[config.mk]
export PLATFORM = sky130hd
export DESIGN_NAME = input_conditioner
export DESIGN_NICKNAME = d
export VERILOG_FILES = /design/src/rtl/input_conditioner_pkg.sv /design/src/rtl/input_conditioner_debounce_bit.sv /design/src/rtl/input_conditioner.sv
export SDC_FILE = /design/constraint.sdc
export NUM_CORES = 1
export LEC_CHECK = 0
export CAP_MARGIN = 15
export CORE_ASPECT_RATIO = 0.75
export CORE_MARGIN = 2
export CORE_UTILIZATION = 60
export CTS_CLUSTER_SIZE = 8
export DETAILED_ROUTE_END_ITERATION = 8
export DONT_BUFFER_PORTS = 1
export GPL_ROUTABILITY_DRIVEN = 1
export PLACE_DENSITY = 0.79
export SLEW_MARGIN = 20
export SYNTH_ARGS = -nofsm -noshare
export SYNTH_HDL_FRONTEND = slang
export SYNTH_SLANG_ARGS = --single-unit
[constraint.sdc]
create_clock -name clk -period 3.65 [get_ports clk]
set_input_delay 0 -clock clk [delete_from_list [all_inputs] [get_ports clk]]
set_output_delay 0 -clock clk [all_outputs]
set_load 0.01 [all_outputs]
[src/rtl/input_conditioner_pkg.sv]
// Shared constants and types for the input conditioner.
// Optional build macro: SW_CHANGE_IRQ_EN (switch changes also raise irq).
package input_cond_pkg;

  // 10 ms of stable input at 32 MHz
  localparam int unsigned DEBOUNCE_CYCLES_DEF = 320000;

  // Counter width able to hold 0..cycles-1; never narrower than one bit
  function automatic int unsigned cnt_width(input int unsigned cycles);
    return (cycles < 2) ? 1 : $clog2(cycles);
  endfunction

  localparam int unsigned CNT_W_DEF = cnt_width(DEBOUNCE_CYCLES_DEF);

  // Interrupt request state: irq output equals the state bit
  typedef enum logic {
    IDLE = 1'b0,
    PEND = 1'b1
  } irq_state_e;

endpackage

[src/rtl/input_conditioner_debounce_bit.sv]
// Single-bit synchroniser plus debounce filter.
// The stable output only follows the synchronised input after it has
// differed for DEBOUNCE_CYCLES consecutive cycles.
module debounce_bit
  import input_cond_pkg::*;
#(
  parameter int unsigned SYNC_STAGES     = 2,
  parameter int unsigned DEBOUNCE_CYCLES = DEBOUNCE_CYCLES_DEF
) (
  input  logic clk,
  input  logic rst_n,
  input  logic din,
  output logic dout
);

  localparam int unsigned       CNT_W   = cnt_width(DEBOUNCE_CYCLES);
  localparam logic [CNT_W-1:0]  CNT_MAX = CNT_W'(DEBOUNCE_CYCLES - 1);

  logic [SYNC_STAGES-1:0] sync_q, sync_d;
  logic                   stable_q, stable_d;
  logic [CNT_W-1:0]       cnt_q, cnt_d;
  logic                   s;

  assign s    = sync_q[SYNC_STAGES-1];
  assign dout = stable_q;

  // Shift the raw input through the synchroniser chain
  always_comb begin
    sync_d = {sync_q[SYNC_STAGES-2:0], din};
  end

  // Count consecutive mismatch cycles; any return to the stable value restarts
  always_comb begin
    stable_d = stable_q;
    cnt_d    = '0;
    if (s != stable_q) begin
      if (cnt_q == CNT_MAX) begin
        stable_d = s;
      end else begin
        cnt_d = cnt_q + 1'b1;
      end
    end
  end

  // State registers
  always_ff @(posedge clk or negedge rst_n) begin
    if (!rst_n) begin
      sync_q   <= '0;
      stable_q <= 1'b0;
      cnt_q    <= '0;
    end else begin
      sync_q   <= sync_d;
      stable_q <= stable_d;
      cnt_q    <= cnt_d;
    end
  end

endmodule

[src/rtl/input_conditioner.sv]
// Input conditioner: debounces NSW switches and the interrupt button,
// turns debounced button presses into a sticky irq held until acked, and
// counts presses lost while irq is already pending.
// Optional build macro: SW_CHANGE_IRQ_EN -- any sw_clean change also
// counts as an irq event.
module input_conditioner
  import input_cond_pkg::*;
#(
  parameter int unsigned NSW             = 8,
  parameter int unsigned SYNC_STAGES     = 2,
  parameter int unsigned DEBOUNCE_CYCLES = DEBOUNCE_CYCLES_DEF,
  parameter int unsigned MISS_W          = 4
) (
  input  logic              clk,
  input  logic              rst_n,
  input  logic [NSW-1:0]    sw_raw,
  input  logic              btn_raw,
  input  logic              irq_ack,
  output logic [NSW-1:0]    sw_clean,
  output logic              btn_clean,
  output logic              irq,
  output logic [MISS_W-1:0] miss_cnt
);

  logic [NSW:0]        raw_all;
  logic [NSW:0]        clean_all;
  logic                btn_prev_q, btn_prev_d;
  logic                rise_btn;
  logic                irq_event;
  irq_state_e          state_q, state_d;
  logic [MISS_W-1:0]   miss_q, miss_d;

  // Button occupies the top bit so all inputs share one filter array
  assign raw_all = {btn_raw, sw_raw};

  for (genvar i = 0; i <= NSW; i++) begin : g_db
    debounce_bit #(
      .SYNC_STAGES     (SYNC_STAGES),
      .DEBOUNCE_CYCLES (DEBOUNCE_CYCLES)
    ) u_db (
      .clk  (clk),
      .rst_n(rst_n),
      .din  (raw_all[i]),
      .dout (clean_all[i])
    );
  end

  assign sw_clean  = clean_all[NSW-1:0];
  assign btn_clean = clean_all[NSW];

  // Previous debounced button level for rising-edge detection
  always_comb begin
    btn_prev_d = btn_clean;
  end

  assign rise_btn = btn_clean & ~btn_prev_q;

`ifdef SW_CHANGE_IRQ_EN
  logic [NSW-1:0] sw_prev_q, sw_prev_d;

  // Previous debounced switch word for change detection
  always_comb begin
    sw_prev_d = sw_clean;
  end

  always_ff @(posedge clk or negedge rst_n) begin
    if (!rst_n) sw_prev_q <= '0;
    else        sw_prev_q <= sw_prev_d;
  end

  // Simultaneous button and switch events collapse into one
  assign irq_event = rise_btn | (sw_clean != sw_prev_q);
`else
  assign irq_event = rise_btn;
`endif

  // IRQ FSM and saturating missed-event counter; a new event beats a same-cycle ack
  always_comb begin
    state_d = state_q;
    miss_d  = miss_q;
    unique case (state_q)
      IDLE: begin
        if (irq_event) state_d = PEND;
      end
      PEND: begin
        if (irq_event) begin
          if (!irq_ack && (miss_q != '1)) miss_d = miss_q + 1'b1;
        end else if (irq_ack) begin
          state_d = IDLE;
        end
      end
    endcase
  end

  // State registers
  always_ff @(posedge clk or negedge rst_n) begin
    if (!rst_n) begin
      btn_prev_q <= 1'b0;
      state_q    <= IDLE;
      miss_q     <= '0;
    end else begin
      btn_prev_q <= btn_prev_d;
      state_q    <= state_d;
      miss_q     <= miss_d;
    end
  end

  assign irq      = (state_q == PEND);
  assign miss_cnt = miss_q;

endmodule

After elaboration in Yosys (flattened, before gate mapping)
Cells that the tools add are included.

Bits in registers: 204. Output and inout bits: 14. Logic and storage cells: 96.

Add/subtract/negate cells: 10. Equality and inequality tests: 19. Multiplexer cells: 22. Bitwise gates (word level): 3. Reduce and logical (&&, ||, !) cells: 12.

Operators with widths (number): $mux 19 (18); $add 19x1->19 const B (9); $eq 19x19->1 const B (9); $reduce_and 2->1 (9); $ne 1x1->1 (9); $add 4x1->4 const B (1); $ne 4x4->1 const B (1); $mux 1 (3); $reduce_and 3->1 (1); $not 1->1 (2); $pmux 1 s2 (1); $and 1x1->1 (1); $logic_and 1x1->1 (1); $logic_not 1->1 (1).

Depth between registers and ports, before layout
Gate-level depths: netlist (run 1).

Word-level depth: 4. Gate-level depth with buffers: 7.

Hierarchy
Synthesis (run 1) repeated with hierarchy kept, for this count alone.

Cells, all modules: 958. Area, all modules: 9887.0 µm².

By module, submodules not included: debounce_bit (instances 9, cells an instance 104, area an instance 1069.8 µm², seq. area each 550.5 µm²); input_conditioner (instances 1, cells an instance 22, area an instance 259.0 µm², seq. area each 150.1 µm²).

Worst setup path before layout (run 1)
Ideal clock, no wire load.

Path kind: register to register. From: register g_db[6].u_db.cnt_q[11]. To: register g_db[6].u_db.stable_q. Arrival time: 1796 ps. Slack: 1729 ps. Cell stages (with the launch flop): 5. Clock period less this slack: 1921 ps. Cell sequence: dfrtp_1 -> or4_1 -> or4_4 -> nor2_1 -> mux2_2.

Word-level cells in the longest chain between the ends: 2.

RTL lines: start, declared (line input_conditioner_debounce_bit.sv:21) `logic [CNT_W-1:0] cnt_q, cnt_d;`; start signal, assigned (line input_conditioner_debounce_bit.sv:54) `cnt_q <= cnt_d;`; $eq 19x19->1 (line input_conditioner_debounce_bit.sv:37) `if (cnt_q == CNT_MAX) begin`; $reduce_and 2->1 (no source line); end signal, assigned (line input_conditioner_debounce_bit.sv:53) `stable_q <= stable_d;`; end, declared (line input_conditioner_debounce_bit.sv:20) `logic stable_q, stable_d;`.

Every way passes these cells. A chain may end at the register's enable or synchronous reset.

Worst setup path in the final report (run 1)
From: register g_db[1].u_db.cnt_q[0]. To: register g_db[1].u_db.cnt_q[6].

Word-level cells in the longest chain between the ends: 3. Elaborated cells on any way between the ends: 4. Classes of those cells: add/sub (1); eq/ne (1); mux (2).

RTL lines: start, declared (line input_conditioner_debounce_bit.sv:21); start signal, assigned (line input_conditioner_debounce_bit.sv:54); $add 19x1->19 or $eq 19x19->1 (tied branches) (line input_conditioner_debounce_bit.sv:40, input_conditioner_debounce_bit.sv:37); $mux 19 (*) (line input_conditioner_debounce_bit.sv:37); $mux 19 (*) (line input_conditioner_debounce_bit.sv:36) `if (s != stable_q) begin`; via g_db[1].u_db.cnt_d[6] (line input_conditioner_debounce_bit.sv:21).

Mark *: on every way through the listed nets, which the timed path passes. The rest lies on a longest branch.

==> reports/qor.yml, run 1 <==
synth:
  ys.warnings.count: 0
  synth_sequential_area_ratio_pct: 52.6
  syn_nets: 980
  synth_flop_cell: "dfrtp_1"
  syn_area_per_cell_um2: 10.1
  ys_ff_latch: 204
  syn_inst: 958
  async_flop_share_pct: 100
  synth_area_mm2: 0.00970
  ys_types: 48
  synth-edff-count: 0
power:
  power_density_mw_per_mm2: 445
  leakage_nw: 4.36
  ir_drop_mv: 0.567
floorplan:
  die_h_um: 114
  fp.dieArea_mm2: 0.0172
  chipWidth_um: 151
  start_util_pct: 61.0
  num_rows: 40
  io_pins: 26
  core-area_mm2: 0.0159
status:
  violations: "hold timing"
  outcome: "finished, violations left"
critical_path:
  path_max_fanout: 17
  start_kind: "flop"
  crit_path_top_delay_cell: "o31ai_4"
  critPathRequiredTime_ps: 4020
  cp_slowest_stage_delay_ps: 670
  crit_buf_inv: 0
  crit_chain: "ha_1, nand4_2, or2_1, o31ai_4, nor2_1"
  critPathTopFamily: "simple AND/OR/NAND/NOR gates"
  path_class: "flop to flop"
  endpoint_kind: "flop"
  arrival_ps: 2520
clock_tree:
  clk_latency_ps: 530
  cts-root-buf: "clkbuf_16"
  cts_buffers: 29
  post-cts-setup-buffers: 0
  clock-sinks: 204
  cts_tree: "yes"
  cts_resized: 0
  clk_pin_slew_ps: 50
  clk_path_buf_depth: 3
  cts_hold_buffers: 10
  cts_max_level: 1
sta:
  fin_crit_ps: 2150
  setup_tns_ps: 0
  rsz0062_at_grt: "false"
  whs_ps: -829
  max_slew_margin_pct: 49.4
  setup_viol: 0
  fmax_mhz: 466
  skew_ps: 11.3
  slew_violations: 0
  hold_violations: 204
  finalCritPeriodShare_pct: 58.8
  worstMarginPinSlew_ps: 759
global_routing:
  grt_pass1_wl_mm: 29.3
  antenna_found_initial: 0
  grt_pass1_vias: 6241
  grt_max_degree: 205
  grtUsageTotal_pct: 20.3
  grt-ovfl-total: 0
cells_and_area:
  drive_gt1_share_pct: 6.29
  final_cell_count_no_fill: 1180
  fin_area_mm2: 0.0107
  final_core_util_pct: 67.0
  nets: 992
  final_common_cell: "dfrtp_1"
  area_delta_synth_final_pct: 10.0
  n_fill_cell: 1184
  n_antenna_cell: 0
  final_cell_mix: "dfrtp_1 (204), nor2_1 (159), xnor2_1 (77)"
placed_design:
  dpl.cell_count: 1139
  portBuffers: 0
  dpl.hpwl_mm: 10.6
  placed_area_mm2: 0.00981
  place_congestion: 0.827
route:
  firstDrtPassIters: 6
  drtIter0Drc: 400
  vias_per_cell: 5.79
  drc_errors: 0
  ant_nets: 0
  drt-total-wl_mm: 16.7
  vias: 6837
  drt-wirelength-per-cell_um: 14.1
worst_hold_path:
  hp-class: "primary input to asynchronous set/reset pin"
run:
  cap_violations: 0
==> final cells by class <==
class / instances / area [um^2] / share of cell area, %
clock inverters: 2 / 38.8 / 0.364
well taps: 210 / 263 / 2.46
inverters: 30 / 113 / 1.06
repair buffers: 12 / 115 / 1.08
multi-input cells: 693 / 4310 / 40.4
clock buffers: 29 / 726 / 6.80
flip-flops and latches: 204 / 5100 / 47.8
==> where the power goes <==
group,leakage (nW),internal (mW),switching [mW]
clock,0.376,1.45,0.871
combinational,1.20,0.0393,0.0573
sequential,2.79,2.30,0.0298
==> registers in the layout, summed over array words and instances (netlist names) <==
signal and flops:
btn_prev_q 1, irq 1, miss_cnt 4, g_db.u_db.sync_q 18, g_db.u_db.dout 9, g_db.u_db.cnt_q 171
==> Yosys cell counts (2+ instances only) <==
cell      count  area, um^2
clkbuf_2      2        10.0
o21ai_2       2        17.5
nand2_1      37         139
mux2i_1       4        40.0
o21ai_0      14        70.1
o31ai_1       7        52.6
or3_1        19         119
or4_4         2        22.5
nor4b_1       6        52.6
or2_1         2        12.5
ha_1         10         125
and2_1        2        12.5
nand4_1      65         407
xor2_1       56         490
buf_4         9        67.6
buf_2        10        50.1
and4_1       12         105
inv_1        30         113
xnor2_1      77         674
clkbuf_1      8        30.0
dfrtp_1     204        5100
nor4_1       32         200
nor2_1      159         597
a21oi_1      29         145
or4_1         8        60.1
a31o_2        7        61.3
nor2b_1       3        18.8
nand3_1      66         330
and3_1       21         131
nor3_1       25         125
a31oi_1       2        12.5
mux2_2       10         113
nor4bb_1      3        30.0
==> per-layer routing <==
metal	wire, um	global-route usage (%)
met5	0	0
met4	240	4.55
met2	7100	29.1
met1	8530	32.1
met3	780	4.10
==> metrics by stage <==
| stage | worst slack, ps | power, mW |
|---|---|---|
| floorplan | 1730 | 2.43 |
| global route | 1320 | 4.94 |
| detailed placement | 1500 | 2.46 |
| global placement | 1570 | 2.45 |
| CTS | 1490 | 4.82 |
| finish | 1500 | 4.75 |
==> logic make-up after synthesis <==
kind of cell | count (synthesis) | synth area share, %
compound gates | 70 | 4.67
flops | 204 | 52.6
simple gates | 466 | 24.9
mux | 14 | 1.57
buf+inv | 61 | 2.94
xor+xnor | 133 | 12.0
fa+ha+maj | 10 | 1.29
==> final timing paths <==
kind / from / endpoint / slack, ps / cells after the start
max in group asynchronous: rst_n / g_db[2].u_db.sync_q[1]$_DFF_PN0_ / 4150 / 0
worst min register to register: g_db[3].u_db.sync_q[0]$_DFF_PN0_ / g_db[3].u_db.sync_q[1]$_DFF_PN0_ / 340 / 0
worst max register to register: g_db[1].u_db.cnt_q[0]$_DFF_PN0_ / g_db[1].u_db.cnt_q[6]$_DFF_PN0_ / 1500 / 5
min in group clk: btn_raw / g_db[8].u_db.sync_q[0]$_DFF_PN0_ / 30 / 1
worst min-delay path: rst_n / g_db[7].u_db.cnt_q[9]$_DFF_PN0_ / -830 / 0
worst max-delay path: g_db[1].u_db.cnt_q[0]$_DFF_PN0_ / g_db[1].u_db.cnt_q[6]$_DFF_PN0_ / 1500 / 5
Power figures use the tool's default switching activity.
==> run 2: changes to the inputs <==
--- a/config.mk
+++ b/config.mk
@@ -8,7 +8,7 @@
 export CAP_MARGIN = 15
 export CORE_ASPECT_RATIO = 0.75
 export CORE_MARGIN = 2
-export CORE_UTILIZATION = 60
+export CORE_UTILIZATION = 58
 export CTS_CLUSTER_SIZE = 8
 export DETAILED_ROUTE_END_ITERATION = 8
 export DONT_BUFFER_PORTS = 1
==> constraint.sdc (replaced) <==
create_clock -name clk -period 1.7 [get_ports clk]
set_input_delay 0 -clock clk [delete_from_list [all_inputs] [get_ports clk]]
set_output_delay 0 -clock clk [all_outputs]
set_load 0.01 [all_outputs]
==> reports/qor.yml, run 2 (synthesis gave the netlist of run 1 again) <==
status:
  outcome: "finished, violations left"
  violations: "hold timing, setup timing"
global_routing:
  grt_pass1_vias: 7381
  grtUsageTotal_pct: 23.3
  grt_pass1_wl_mm: 34.7
  antenna_found_initial: 0
  grt-ovfl-total: 0
  grt_max_degree: 205
placed_design:
  dpl.hpwl_mm: 12.7
  place_congestion: 0.890
  placed_area_mm2: 0.0106
  portBuffers: 0
critical_path:
  crit_buf_inv: 0
  path_max_fanout: 2
  cp_slowest_stage_delay_ps: 530
  reg2reg_setup_slack_ps: -240
  path_class: "flop to flop"
  arrival_ps: 2340
  critPathRequiredTime_ps: 2100
  crit_path_top_delay_cell: "or4_4"
  path_common_cell: "or4_4"
  worstRegToRegCells: 4
  endpoint_kind: "flop"
  crit_chain: "or4_4, or4_4, nor2_4, mux2_4"
  critPathTopFamily: "simple AND/OR/NAND/NOR gates"
  r2r-start: "g_db[6].u_db.cnt_q[11]$_DFF_PN0_"
  rr_endpoint: "g_db[6].u_db.dout$_DFFE_PN0P_"
  start_kind: "flop"
sta:
  setup_viol: 41
  fmax_mhz: 514
  rsz0062_at_grt: "true"
  worstMarginPinSlew_ps: 503
  slew_violations: 0
  setup_ws_ps: -244
  whs_ps: -827
  hold_violations: 204
  fin_crit_ps: 1940
  max_slew_margin_pct: 66.0
  skew_ps: 14.5
  finalCritPeriodShare_pct: 114
cells_and_area:
  largest_reg_flops: 171
  n_antenna_cell: 0
  regMostFlops: "g_db.u_db.cnt_q"
  final_common_cell: "dfrtp_1"
  final_core_util_pct: 74.3
  nets: 1117
  final_cell_mix: "dfrtp_1 (202), nor2_1 (127), buf_4 (118)"
  drive_gt1_share_pct: 23.4
  fin_area_mm2: 0.0120
  area_delta_synth_final_pct: 23.8
clock_tree:
  cts-root-buf: "clkbuf_16"
  clk_pin_slew_ps: 50
  cts_tree: "yes"
  cts_hold_buffers: 10
  clk_latency_ps: 520
  clock-sinks: 204
  clk_path_buf_depth: 3
  cts_max_level: 1
  cts_buffers: 29
worst_hold_path:
  hp-class: "primary input to asynchronous set/reset pin"
route:
  drt-wirelength-per-cell_um: 16.2
  drt-total-wl_mm: 21.1
  drtIter0Drc: 453
  firstDrtPassIters: 5
  vias: 7655
  ant_nets: 0
  vias_per_cell: 5.87
  drc_errors: 0
floorplan:
  num_rows: 40
  core-area_mm2: 0.0162
  die_h_um: 116
  io_pins: 26
  fp.dieArea_mm2: 0.0178
  start_util_pct: 60.0
  chipWidth_um: 153
power:
  ir_drop_mv: 0.805
  power_density_mw_per_mm2: 862
  leakage_nw: 5.02
run:
  cap_violations: 0
==> run 2: cell count changes in the layout (fill, tap and decap cells not counted), moves of 3 or more <==
cell / previous run / this run
buf_6: 0 / 8
ha_1: 10 / 7
nor2_4: 0 / 10
nor2_2: 0 / 22
nor2_1: 159 / 127
a21oi_1: 29 / 20
nor4_2: 0 / 8
nor4_1: 32 / 23
buf_4: 2 / 118
a21oi_2: 0 / 9
==> run 2: what timing repair did <==
item | 4_1_cts | 5_1_grt
gates cloned | 0 | 1
setup buffers | 1 | 22
pin swaps | 1 | 37
endpoints found under the hold margin | 218 | 204
setup endpoints to repair | 23 | 105
gates resized for setup | 18 | 67
==> run 2: worst reg2reg max path: cells and delay by family (launching register included) <==
family	cells	cell delay (ps)
flip-flops	1	380
multiplexers	1	310
AND/OR/NAND/NOR	3	1130
==> run 2: per-stage QoR <==
stage	cells	setup WS [ps]	total power, mW	hold slack (ps)	TNS (ps)
6_report	1305	-244	10.4	-827	-5240
4_1_cts	1282	-214	10.4	-848	-3200
5_1_grt	1305	-280	10.7	-851	-8090
3_3_place_gp	1240	-247	5.35	-291	-2680
3_5_place_dp	1240	-281	5.36	-292	-3560
2_1_floorplan	958	-198	5.24	-296	-1780
==> run 2: final cells by class <==
class | instances | area [um^2]
clock buffer | 29 | 726
clock inverter | 2 | 38.8
fill | 1048 | 4160
inverter | 30 | 113
multi-input combinational | 693 | 4670
sequential | 204 | 5110
tap | 210 | 263
timing repair buffer | 137 | 1100
==> run 2: worst max path at each step <==
stage	from	endpoint	slack [ps]	cells past startpoint
finish	g_db[6].u_db.cnt_q[11]$_DFF_PN0_	g_db[6].u_db.dout$_DFFE_PN0P_	-240	4
detailed placement	g_db[6].u_db.cnt_q[11]$_DFF_PN0_	g_db[6].u_db.dout$_DFFE_PN0P_	-280	4
CTS	g_db[6].u_db.cnt_q[11]$_DFF_PN0_	g_db[6].u_db.cnt_q[9]$_DFF_PN0_	-210	5
floorplan	g_db[6].u_db.cnt_q[11]$_DFF_PN0_	g_db[6].u_db.dout$_DFFE_PN0P_	-200	4
global route	g_db[6].u_db.cnt_q[11]$_DFF_PN0_	g_db[6].u_db.dout$_DFFE_PN0P_	-280	4
global placement	g_db[6].u_db.cnt_q[11]$_DFF_PN0_	g_db[6].u_db.dout$_DFFE_PN0P_	-250	4
==> run 2: routing by layer <==
layer  routed length, um  global-route usage [%]  up-vias  part of all wire, %
li1                    -                       -     3633                    -
met1                9620                    32.8     3808                   46
met2               10200                    38.4      170                   48
met3                 915                    4.26       44                  4.3
met4                 409                    5.57        0                  1.9
met5                   0                       0        -                    0
==> run 2: power breakdown <==
group          total [mW]  switching [mW]  internal [mW]  leakage (nW)
combinational       0.367           0.189          0.178          1.86
sequential           5.00          0.0605           4.94          2.78
clock                4.98            1.87           3.11         0.376
total                10.4            2.12           8.23          5.02
